<file path="src/rtl/alu_exec_if.sv">
// Operand/result bundle between the EX-stage controller and alu_exec_unit.
// The controller drives the master side; the execution unit is the slave.
interface alu_exec_if #(
  parameter int WIDTH = 16
);
  logic             Start;
  logic [2:0]       Operacioni;
  logic [WIDTH-1:0] A;
  logic [WIDTH-1:0] B;
  logic             Busy;
  logic             Done;
  logic [WIDTH-1:0] Result;
  logic             Zero;

  modport master (
    output Start, Operacioni, A, B,
    input  Busy, Done, Result, Zero
  );

  modport slave (
    input  Start, Operacioni, A, B,
    output Busy, Done, Result, Zero
  );
endinterface

</file>
<file path="src/rtl/alu_exec_unit.sv">
// Registered EX-stage ALU; MUL is an iterative shift-add that holds Busy.
// Define ALU_EXEC_FAST_MUL_EN for a single-cycle MUL with no Busy/FSM.
module alu_exec_unit #(
  parameter int WIDTH = 16
) (
  input logic       Clock,
  input logic       Reset,
  alu_exec_if.slave bus
);
  localparam int          SW    = $clog2(WIDTH);
  localparam logic [SW:0] WBITS = (SW+1)'(WIDTH);

  localparam logic [2:0] OP_AND = 3'b000;
  localparam logic [2:0] OP_OR  = 3'b001;
  localparam logic [2:0] OP_ADD = 3'b010;
  localparam logic [2:0] OP_XOR = 3'b011;
  localparam logic [2:0] OP_SLL = 3'b100;
  localparam logic [2:0] OP_ROR = 3'b101;
  localparam logic [2:0] OP_SUB = 3'b110;
  localparam logic [2:0] OP_MUL = 3'b111;

  logic [SW-1:0]    shAmt;
  logic [WIDTH-1:0] aluRes;
  logic [WIDTH-1:0] result_q, result_d;
  logic             zero_q, zero_d;
  logic             done_q, done_d;

  assign shAmt = bus.B[SW-1:0];

  // A left shift by WIDTH yields zero, so amount 0 rotates to A unchanged.
  always_comb begin
    aluRes = '0;
    case (bus.Operacioni)
      OP_AND: aluRes = bus.A & bus.B;
      OP_OR:  aluRes = bus.A | bus.B;
      OP_XOR: aluRes = bus.A ^ bus.B;
      OP_ADD: aluRes = bus.A + bus.B;
      OP_SUB: aluRes = bus.A - bus.B;
      OP_ROR: aluRes = (bus.A >> shAmt) | (bus.A << (WBITS - {1'b0, shAmt}));
      OP_SLL: aluRes = bus.A << shAmt;
      OP_MUL: begin
`ifdef ALU_EXEC_FAST_MUL_EN
        aluRes = bus.A * bus.B;
`else
        aluRes = '0;
`endif
      end
    endcase
  end

`ifdef ALU_EXEC_FAST_MUL_EN
  assign bus.Busy = 1'b0;

  always_comb begin
    result_d = result_q;
    zero_d   = zero_q;
    done_d   = 1'b0;
    if (bus.Start) begin
      result_d = aluRes;
      zero_d   = (aluRes == '0);
      done_d   = 1'b1;
    end
  end
`else
  localparam logic [0:0] S_IDLE = 1'b0;
  localparam logic [0:0] S_MUL  = 1'b1;

  logic [0:0]       state_q, state_d;
  logic [SW:0]      cnt_q, cnt_d;
  logic [WIDTH-1:0] acc_q, acc_d;
  logic [WIDTH-1:0] mcand_q, mcand_d;
  logic [WIDTH-1:0] mplier_q, mplier_d;

  assign bus.Busy = (state_q == S_MUL);

  always_comb begin
    state_d  = state_q;
    cnt_d    = cnt_q;
    acc_d    = acc_q;
    mcand_d  = mcand_q;
    mplier_d = mplier_q;
    result_d = result_q;
    zero_d   = zero_q;
    done_d   = 1'b0;
    case (state_q)
      S_IDLE: begin
        if (bus.Start) begin
          if (bus.Operacioni == OP_MUL) begin
            acc_d    = '0;
            mcand_d  = bus.A;
            mplier_d = bus.B;
            cnt_d    = WBITS;
            state_d  = S_MUL;
          end else begin
            result_d = aluRes;
            zero_d   = (aluRes == '0);
            done_d   = 1'b1;
          end
        end
      end
      S_MUL: begin
        // Bits shifted out of the multiplicand only affect the discarded upper product.
        acc_d    = acc_q + (mplier_q[0] ? mcand_q : '0);
        mcand_d  = mcand_q << 1;
        mplier_d = mplier_q >> 1;
        cnt_d    = cnt_q - 1'b1;
        if (cnt_q == (SW+1)'(1)) begin
          result_d = acc_d;
          zero_d   = (acc_d == '0);
          done_d   = 1'b1;
          state_d  = S_IDLE;
        end
      end
    endcase
  end

  always_ff @(posedge Clock) begin
    if (Reset) begin
      state_q  <= S_IDLE;
      cnt_q    <= '0;
      acc_q    <= '0;
      mcand_q  <= '0;
      mplier_q <= '0;
    end else begin
      state_q  <= state_d;
      cnt_q    <= cnt_d;
      acc_q    <= acc_d;
      mcand_q  <= mcand_d;
      mplier_q <= mplier_d;
    end
  end
`endif

  always_ff @(posedge Clock) begin
    if (Reset) begin
      result_q <= '0;
      zero_q   <= 1'b1;
      done_q   <= 1'b0;
    end else begin
      result_q <= result_d;
      zero_q   <= zero_d;
      done_q   <= done_d;
    end
  end

  assign bus.Result = result_q;
  assign bus.Zero   = zero_q;
  assign bus.Done   = done_q;
endmodule

</file>
<file path="src/flat_wrapper.sv">
// flat-port wrapper written by rule: the top's interface ports become plain ports
module alu_exec_unit_flat 
#(
  parameter int WIDTH = 16
)
  (Clock, Reset, bus_Start, bus_Operacioni, bus_A, bus_B, bus_Busy, bus_Done, bus_Result, bus_Zero);
  alu_exec_if #(.WIDTH(WIDTH)) bus_i ();
  input logic Clock;
  input logic Reset;
  input wire logic [$bits(bus_i.Start)-1:0] bus_Start;
  input wire logic [$bits(bus_i.Operacioni)-1:0] bus_Operacioni;
  input wire logic [$bits(bus_i.A)-1:0] bus_A;
  input wire logic [$bits(bus_i.B)-1:0] bus_B;
  output wire logic [$bits(bus_i.Busy)-1:0] bus_Busy;
  output wire logic [$bits(bus_i.Done)-1:0] bus_Done;
  output wire logic [$bits(bus_i.Result)-1:0] bus_Result;
  output wire logic [$bits(bus_i.Zero)-1:0] bus_Zero;
  assign bus_i.Start = bus_Start;
  assign bus_i.Operacioni = bus_Operacioni;
  assign bus_i.A = bus_A;
  assign bus_i.B = bus_B;
  assign bus_Busy = bus_i.Busy;
  assign bus_Done = bus_i.Done;
  assign bus_Result = bus_i.Result;
  assign bus_Zero = bus_i.Zero;
  alu_exec_unit #(.WIDTH(WIDTH)) u_core (.Clock(Clock), .Reset(Reset), .bus(bus_i));
endmodule
</file>
<file path="config.mk">
export PLATFORM = sky130hd
export DESIGN_NAME = alu_exec_unit_flat
export DESIGN_NICKNAME = d
export VERILOG_FILES = /design/src/rtl/alu_exec_if.sv /design/src/rtl/alu_exec_unit.sv /design/src/flat_wrapper.sv
export SDC_FILE = /design/constraint.sdc
export NUM_CORES = 1
export LEC_CHECK = 0
export BUFFER_PORTS_ARGS = -buffer_cell sky130_fd_sc_hd__buf_2
export CORE_ASPECT_RATIO = 1.4
export CORE_MARGIN = 8
export CORE_UTILIZATION = 54
export CTS_CLUSTER_DIAMETER = 30
export DETAILED_ROUTE_END_ITERATION = 12
export MAX_ROUTING_LAYER = met4
export PLACE_DENSITY = 0.75
export REMOVE_ABC_BUFFERS = 1
export SYNTH_ARGS = -nofsm -noshare
export SYNTH_HDL_FRONTEND = slang
export SYNTH_SLANG_ARGS = --single-unit
export TNS_END_PERCENT = 10
</file>
<file path="constraint.sdc">
create_clock -name Clock -period 12.5 [get_ports Clock]
set_input_delay 2.5 -clock Clock [delete_from_list [all_inputs] [get_ports Clock]]
set_output_delay 2.5 -clock Clock [all_outputs]
set_load 0.1 [all_outputs]
</file>
# Yosys cells after proc, flatten, opt, wreduce, memory -nomap -nowiden
# Cells that the tools add are included.
[word_totals] reg_bits=72 in_bits=38 output_inout_bits=19 elab_cells=68
[classes] n_addsub=5 n_eq_ne=12 shift=3 n_mux=30 bitwise=5 n_reduce_logical=5
[ops] operator="16-bit two-way mux" n=10
[ops] operator="16-bit one-hot mux with 2 select lines" n=4
[ops] operator="16-bit one-hot mux with 8 select lines" n=1
[ops] operator="16-bit adder" n=2
[ops] operator="16-bit zero test" n=2
[ops] operator="16-bit bitwise OR" n=2
[ops] operator="16-bit AND" n=1
[ops] operator="16-bit by 4-bit left shift with 16-bit output" n=1
[ops] operator="16-bit by 5-bit left shift with 16-bit output" n=1
[ops] operator="16-bit by 4-bit >> shifter with 16-bit output" n=1
[ops] operator="16-bit subtractor" n=1
[ops] operator="16-bit XOR" n=1
[ops] operator="3-bit == test, second input constant" n=4
[ops] operator="5-bit two-way mux" n=2
[ops] operator="5-bit one-hot mux with 2 select lines" n=1
[ops] operator="1-bit two-way mux" n=9
[ops] operator="3-bit by 2-bit == test with 1-bit output, second input constant" n=2
[ops] operator="2-bit != test, second input constant" n=3
[ops] operator="1-bit one-hot mux with 2 select lines" n=3
[ops] operator="5-bit by 1-bit == test with 1-bit output, second input constant" n=1
[ops] operator="5-bit by 1-bit subtractor with 5-bit output, second input constant" n=1
[ops] operator="5-bit by 4-bit subtractor with 5-bit output, first input constant" n=1
[ops] operator="3-bit by 1-bit == test with 1-bit output, second input constant" n=1
[ops] operator="3-bit zero test" n=1
[ops] operator="other kinds (4)" n=4

# Longest topological paths before layout
# Gate-level depths: netlist of the first run.
[logic_depth] depth_word=8 depth_mapped=20 ltp_nobuf=16

# Least setup slack after synthesis of the first run
# OpenSTA, ideal clock, no wires.
[synth_timing] path_type="input-to-reg" from="in bus_B[0]" to="reg u_core.zero_q (netlist: u_core.bus.Zero)" arrival_time_ns=6.260 t_required_ns=12.421 path_slack_ns=6.161 path_stages=17 path_buffers=4 path_cell_list="buf_6 clkinv_1 clkbuf_1 ha_1 buf_1 clkbuf_1 a21o_1 fa_1 nor2b_1 o2111ai_1 a41oi_1 o2111ai_1 o32a_1 or4_1 nor4_1 nand4_1 o211ai_1"
[synth_between] elab_chain_len=8 word_cells_on_any_way=15 cone_classes="3 x add/sub; 3 x shift; 4 x mux; 4 x bitwise; 1 x reduce/logical"
[synth_rtl] element="start, declared" line_no="flat_wrapper.sv:13" source="input wire logic [$bits(bus_i.B)-1:0] bus_B;"
[synth_rtl] element="5-bit by 4-bit subtractor with 5-bit output" line_no="alu_exec_unit.sv:39" source="OP_ROR: aluRes = (bus.A >> shAmt) | (bus.A << (WBITS - {1'b0, shAmt}));"
[synth_rtl] element="16-bit by 5-bit left shift with 16-bit output" line_no="alu_exec_unit.sv:39"
[synth_rtl] element="16-bit bitwise OR" line_no="alu_exec_unit.sv:39"
[synth_rtl] element="16-bit one-hot mux with 8 select lines *" line_no="alu_exec_unit.sv:33" source="case (bus.Operacioni)"
[synth_rtl] element="16-bit zero test *" line_no="alu_exec_unit.sv:96" source="zero_d = (aluRes == '0);"
[synth_rtl] element="1-bit two-way mux *" line_no="alu_exec_unit.sv:88" source="if (bus.Operacioni == OP_MUL) begin"
[synth_rtl] element="1-bit two-way mux *" line_no="alu_exec_unit.sv:87" source="if (bus.Start) begin"
[synth_rtl] element="1-bit one-hot mux with 2 select lines *" line_no="alu_exec_unit.sv:85" source="case (state_q)"
[synth_rtl] element="end signal, assigned" line_no="alu_exec_unit.sv:141" source="zero_q <= zero_d;"
[synth_rtl] element="end, declared" line_no="alu_exec_unit.sv:25" source="logic zero_q, zero_d;"
# Mark *: on every way between the ends. The rest lies on a longest branch, timed or not. The select of a mux whose other input is x is not followed.
# A chain may end at the register's enable or synchronous reset.

# Worst setup path after layout of the first run
[layout_timing] from="in bus_Operacioni[1]" to="reg u_core.zero_q (netlist: u_core.bus.Zero)"
[layout_between] elab_chain_len=6 word_cells_on_any_way=15 cone_classes="8 x eq/ne; 4 x mux; 3 x reduce/logical"
[layout_rtl] element="start, declared" line_no="flat_wrapper.sv:11" source="input wire logic [$bits(bus_i.Operacioni)-1:0] bus_Operacioni;"
[layout_rtl] element="3-bit == test, or another cell as far along" line_no="alu_exec_unit.sv:33, alu_exec_unit.sv:88"
[layout_rtl] element="16-bit one-hot mux with 8 select lines" line_no="alu_exec_unit.sv:33"
[layout_rtl] element="16-bit zero test" line_no="alu_exec_unit.sv:96"
[layout_rtl] element="1-bit two-way mux" line_no="alu_exec_unit.sv:88"
[layout_rtl] element="1-bit two-way mux" line_no="alu_exec_unit.sv:87"
[layout_rtl] element="1-bit one-hot mux with 2 select lines" line_no="alu_exec_unit.sv:85"
# Parallel ways exist; a longest one is shown, timed or not. The select of a mux whose other input is x is not followed.

==> results.json, run 1 <==
{
  "drive_above_1_share_pct": 11.5,
  "setup_viol": 0,
  "synth_common_cells": "191 x nor2_1, 148 x a21oi_1, 72 x dfxtp_1",
  "cp_slowest_stage_delay_ps": 580,
  "cts_buffers": 9,
  "synthFlopType": "dfxtp_1",
  "cp.buffers_inverters": 1,
  "maxSlewHeadroom_pct": 35.1,
  "cts.sinks": 72,
  "yosys_warnings": 0,
  "via_count": 8558,
  "initial_utilization_pct": 54.8,
  "synth_area_um2": 8180,
  "io_pins": 57,
  "cts-resized-gates": 0,
  "insertion_delay_ps": 330,
  "area_delta_synth_final_pct": 6.61,
  "clk_pin_slew_worst_paths_ps": 60,
  "crit_family": "compound AO/OA/AOI/OAI gates",
  "grt_pass1_wl_um": 46500,
  "yosysSeqAreaShare_pct": 17.6,
  "hold_buffers": 0,
  "ys_seq_elements": 72,
  "grt_pass1_vias": 8148,
  "dieArea_um2": 19400,
  "synth_top_area_share_pct": 17.6,
  "holdCritPathClass": "register to register",
  "finish.utilization_pct": 58.4,
  "synth_edf_count": 0,
  "peakVddDrop_mv": 0.0673,
  "run_status": "complete, no violations",
  "synth_top_area_cell": "dfxtp_1",
  "postCtsSetupRepairBufs": 0,
  "rsz0062_at_grt": "false",
  "power_density_nw_per_um2": 95.2,
  "h-tree-depth": 3,
  "p_leak_nw": 3.75,
  "hold_violations": 0,
  "drt_wl_total_um": 30300,
  "synth_most_common_cell": "nor2_1",
  "ys_types": 74,
  "whs_ps": 445,
  "cp_slowest_cell": "nor2b_1",
  "fmax_ghz": 0.150,
  "skew_ps": 6.62,
  "synthCells": 1112,
  "die_x_um": 120,
  "cts_tree": "built",
  "crit_type": "input pin to register",
  "power.total_w": 0.000830,
  "core_um2": 14900,
  "place.gp.congestion": 1.03,
  "period_share_pct": 53.5,
  "worstMarginPinSlew_ps": 974,
  "drtPass1Iterations": 7,
  "grt_overflow_total": 0,
  "antenna_cells": 0,
  "viasPerCell": 6.58,
  "crit_required_ps": 12740,
  "detail_route.iter0.violations": 783,
  "tns_ps": 0,
  "cp_data_arrival_time_ps": 6930,
  "drc": 0,
  "grt_use_total_pct": 31.5,
  "crit_path_start_kind": "input pin",
  "hpwl_um": 22900,
  "wl_per_cell_um": 23.3,
  "fill_cells": 1480,
  "async_flop_share_pct": 0,
  "die_h_um": 162,
  "syn_avg_cell_area_um2": 7.35,
  "cts_buffer_depth": 2,
  "antenna_found_initial": 0,
  "synthTopCellsByArea": "dfxtp_1 18%, ha_1 10%, a21oi_1 9.1%",
  "maxCapViolations": 0,
  "drv_slew": 0,
  "path_max_fanout": 30,
  "rows": 53,
  "layout.nets": 1211,
  "worstPathCellList": "buf_2, nor2b_1, and2_1, a21oi_1, xnor2_1, ha_1, a21o_1, and4_1, a2111o_1, o2111ai_1, a211oi_1, a311o_1, a2111oi_0, nand4_1, o211ai_1",
  "postRouteAntennaNets": 0,
  "grt_max_degree": 73,
  "fin_crit_ps": 6690,
  "endpoint_kind": "register",
  "numPortBuffers": 56,
  "clockRootBuffer": "clkbuf_16"
}
[power by group]
part           total [W]  internal, W  switching [W]  leakage, nW
clock network   0.000270     0.000171      0.0000992        0.153
logic           0.000315     0.000102       0.000213         3.01
registers       0.000245     0.000238     0.00000684        0.586
total           0.000830     0.000511       0.000319         3.75
[through the flow]
stage / setup WS (ps) / cells / area [um2]
after floorplan: 6540 / 1028 / 7800
after global placement: 5620 / 1286 / 8400
after detailed placement: 5550 / 1286 / 8400
after CTS: 5880 / 1301 / 8720
after global routing: 5450 / 1301 / 8720
final: 5810 / 1301 / 8720
[placed cells by master (no fill, tap or decap), types with 12 or more instances in the layout]
cell,n
and2_1,22
xor2_1,12
nor3_1,30
buf_2,56
nor2_1,191
nand2_1,70
mux2_2,14
mux2i_1,30
o22ai_1,14
o21ai_0,39
a211oi_1,17
nand2b_1,19
mux4_2,17
xnor2_1,26
dfxtp_1,71
nand3_1,15
ha_1,66
inv_1,39
a21oi_1,147
[flip-flops by register name, summed over array words and instances, names as in the netlist]
signal,cells
u_core.cnt_q,5
u_core.mplier_q,16
u_core.bus.Result,16
u_core.mcand_q,16
u_core.acc_q,16
u_core.bus.Busy,1
u_core.bus.Zero,1
u_core.bus.Done,1
[per-layer routing]
metal / global-route usage, % / up-vias / share of wire (%)
met2: 53.6 / 402 / 49
li1: - / 3997 / -
met3: 3.00 / 94 / 5.8
met5: - / - / 0
met4: 17.9 / 0 / 6.2
met1: 35.3 / 4065 / 39
[tightest hold or removal path: stages, from the launching register on]
cell	delay [ps]
dfxtp_1	300
nand2_1	50
a21oi_1	50
[cells by family (layout without fill, tap and decap cells)]
group / Yosys count / in the layout / share of synthesized area (%)
adder cells (fa/ha/maj): 68 / 68 / 10.6
XOR/XNOR: 38 / 38 / 4.07
flip-flops: 72 / 72 / 17.6
buffers and inverters: 127 / 124 / 6.63
AO/OA/AOI/OAI: 326 / 326 / 25.0
multiplexers: 70 / 70 / 13.0
AND/OR/NAND/NOR: 411 / 411 / 23.1
[final timing paths]
kind | from | end | slack (ps) | cells past startpoint
worst max-delay path | bus_Operacioni[1] | u_core.bus.Zero | 5810 | 15
worst min-delay path | u_core.bus.Result[7] | u_core.bus.Result[7] | 440 | 2
worst max register to register | u_core.mplier_q[0] | u_core.bus.Zero | 8630 | 12
worst min register to register | u_core.bus.Result[7] | u_core.bus.Result[7] | 440 | 2
[layout make-up]
type                            count  area, um2  share of cell area [%]
Clock buffer                       11        264                    3.03
Timing Repair Buffer               66        355                    4.08
Sequential cell                    72       1450                    16.6
Multi-Input combinational cell    913       6200                    71.1
Tap cell                          192        240                    2.76
Inverter                           43        161                    1.85
Clock inverter                      4       51.3                   0.588
(Power assumes the default switching activity.)
==> inputs of run 2 (changes only) <==
- ABC_AREA: unset -> 1
- PLACE_DENSITY: 0.75 -> 0.77
- clock period: 12.5 -> 6 ns (I/O delays scaled with it)
==> run 2 against run 1 <==
Area after synthesis fell by 2.3%. Utilization is 1.5 points higher. Sequential share of layout area up 0.096 points. Highest routed layer unchanged. Global-route usage increased by 0.51 points. Sequential power grew 110%. Sequential cell count stayed put. Critical path depth increased by 10. Final cell count grew 22%.
==> results.json, run 2 <==
{
  "numPortBuffers": 56,
  "run_status": "complete, no violations",
  "cts.sinks": 72,
  "viasPerCell": 5.90,
  "p_comb_share_pct": 36.7,
  "via_count": 9386,
  "worstMarginPinSlew_ps": 1060,
  "period_share_pct": 76.9,
  "yosys_warnings": 0,
  "io_pins": 57,
  "endpoint_kind": "register",
  "h-tree-depth": 3,
  "synthFlopType": "dfxtp_1",
  "cp_data_arrival_time_ps": 4890,
  "r2r_cells": 15,
  "rsz0062_at_grt": "false",
  "path_max_fanout": 26,
  "maxCapViolations": 0,
  "synthCells": 1376,
  "clk_pin_slew_worst_paths_ps": 60,
  "peakVddDrop_mv": 0.142,
  "skew_ps": 8.61,
  "synth_top_area_share_pct": 21.1,
  "place_area_um2": 8330,
  "grt_pass1_vias": 9237,
  "postRouteAntennaNets": 0,
  "synthTopCellsByArea": "nand2_1 21%, dfxtp_1 18%, nand3_1 13%",
  "drive_above_1_share_pct": 9.27,
  "power_density_nw_per_um2": 200,
  "drv_slew": 0,
  "p_leak_nw": 4.43,
  "grt_use_total_pct": 32.0,
  "insertion_delay_ps": 330,
  "drc": 0,
  "cts_buffers": 9,
  "antenna_found_initial": 1,
  "place.gp.congestion": 1.06,
  "syn_avg_cell_area_um2": 5.80,
  "crit_type": "input pin to register",
  "clockRootBuffer": "clkbuf_16",
  "hold_violations": 0,
  "die_x_um": 119,
  "pwr-share-clk_pct": 33.9,
  "grt_overflow_total": 0,
  "ys_types": 44,
  "switching_share_pct": 40.2,
  "internal-power_w": 0.00104,
  "tns_ps": 0,
  "seq_power_share_pct": 29.4,
  "area_delta_synth_final_pct": 8.33,
  "crit_path_start_kind": "input pin",
  "synth_common_cells": "450 x nand2_1, 208 x nand3_1, 131 x inv_1",
  "layout_common_cells": "450 x nand2_1, 208 x nand3_1, 131 x inv_1",
  "ys_seq_elements": 72,
  "whs_path_depth": 2,
  "hold_buffers": 0,
  "synth_edf_count": 0,
  "cp_slowest_stage_delay_ps": 320,
  "fin_crit_ps": 4610,
  "cp_slowest_cell": "inv_2",
  "async_flop_share_pct": 0,
  "cts_tree": "built",
  "drtPass1Iterations": 5,
  "fmax_ghz": 0.217,
  "drt_wl_total_um": 30100,
  "initial_utilization_pct": 55.3,
  "maxSlewHeadroom_pct": 29.1,
  "cts-resized-gates": 0,
  "crit_top_cell": "nand2_1",
  "die_h_um": 160,
  "layout.nets": 1503,
  "yosysSeqAreaShare_pct": 18.0,
  "layout_commonest_cell": "nand2_1",
  "rows": 52,
  "synth_area_um2": 7990,
  "dieArea_um2": 19000,
  "setup_viol": 0,
  "detail_route.iter0.violations": 789,
  "postCtsSetupRepairBufs": 0,
  "core_um2": 14400,
  "synth_most_common_cell": "nand2_1",
  "synth_top_area_cell": "nand2_1",
  "cts_buffer_depth": 2,
  "holdCritPathClass": "register to register",
  "power_switching_w": 0.000697,
  "wl_per_cell_um": 18.9,
  "grt_max_degree": 56,
  "final_area_um2": 8650,
  "crit_required_ps": 6280,
  "grt_pass1_wl_um": 47400,
  "hpwl_um": 23500
}
## run 2: power by group through the flow
stage	combinational (W)	sequential, W	clock (W)
after floorplan	0.000340	0.000601	0
after global placement	0.000622	0.000519	0
after detailed placement	0.000624	0.000519	0
after CTS	0.000627	0.000509	0.000588
after global routing	0.000702	0.000511	0.000608
final	0.000636	0.000509	0.000587
## run 2: kinds of logic (layout without fill, tap and decap cells)
kind of cell,Yosys count,after routing,synth area share [%]
other,0,1,0
and+or+nand+nor,811,811,43.9
AOI/OAI and AO/OA,205,205,14.9
buffers and inverters,200,226,10.1
xor gates and xnor gates,20,20,2.19
DFF,72,72,18.0
adders and majority gates,68,68,10.8
## run 2: routing by layer
layer	GRT usage, %	part of all wire, %
met5	-	0
met4	23.9	7.2
met3	4.83	6.3
met2	56.6	50
met1	31.0	36
## run 2: final timing paths
path | from | to | slack, ps
max | bus_B[0] | u_core.bus.Zero | 1390
min | u_core.bus.Result[1] | u_core.bus.Result[1] | 460
max reg2reg | u_core.mplier_q[0] | u_core.bus.Zero | 2720
min reg2reg | u_core.bus.Result[1] | u_core.bus.Result[1] | 460
## run 2: area by class of cell
| class | count | area, um2 |
|---|---|---|
| fillers | 1510 | 5790 |
| inverters | 140 | 526 |
| clock buffers | 10 | 229 |
| flip-flops and latches | 72 | 1440 |
| well taps | 189 | 236 |
| diodes | 1 | 2.50 |
| multi-input cells | 1104 | 5740 |
| clock inverters | 6 | 90.1 |
| repair buffers | 70 | 385 |
## run 2: critical path: cells and delay by family
kind | cells | cell delay [ps]
AOI/OAI and AO/OA | 3 | 580
xor gates and xnor gates | 1 | 170
adders and majority gates | 2 | 550
buffers and inverters | 2 | 590
and+or+nand+nor | 17 | 1800
## run 2: metrics by stage
| stage | util (%) | hold WS, ps | instances | total power, W | setup slack (ps) |
|---|---|---|---|---|---|
| 2_1_floorplan | - | 435 | 1316 | 0.000942 | 1840 |
| 3_3_place_gp | 57.7 | 452 | 1575 | 0.00114 | 1080 |
| 3_5_place_dp | 57.7 | 456 | 1575 | 0.00114 | 1070 |
| 4_1_cts | 59.9 | 466 | 1591 | 0.00172 | 1410 |
| 5_1_grt | 59.9 | 477 | 1592 | 0.00182 | 992 |
| 6_report | 59.9 | 464 | 1592 | 0.00173 | 1390 |
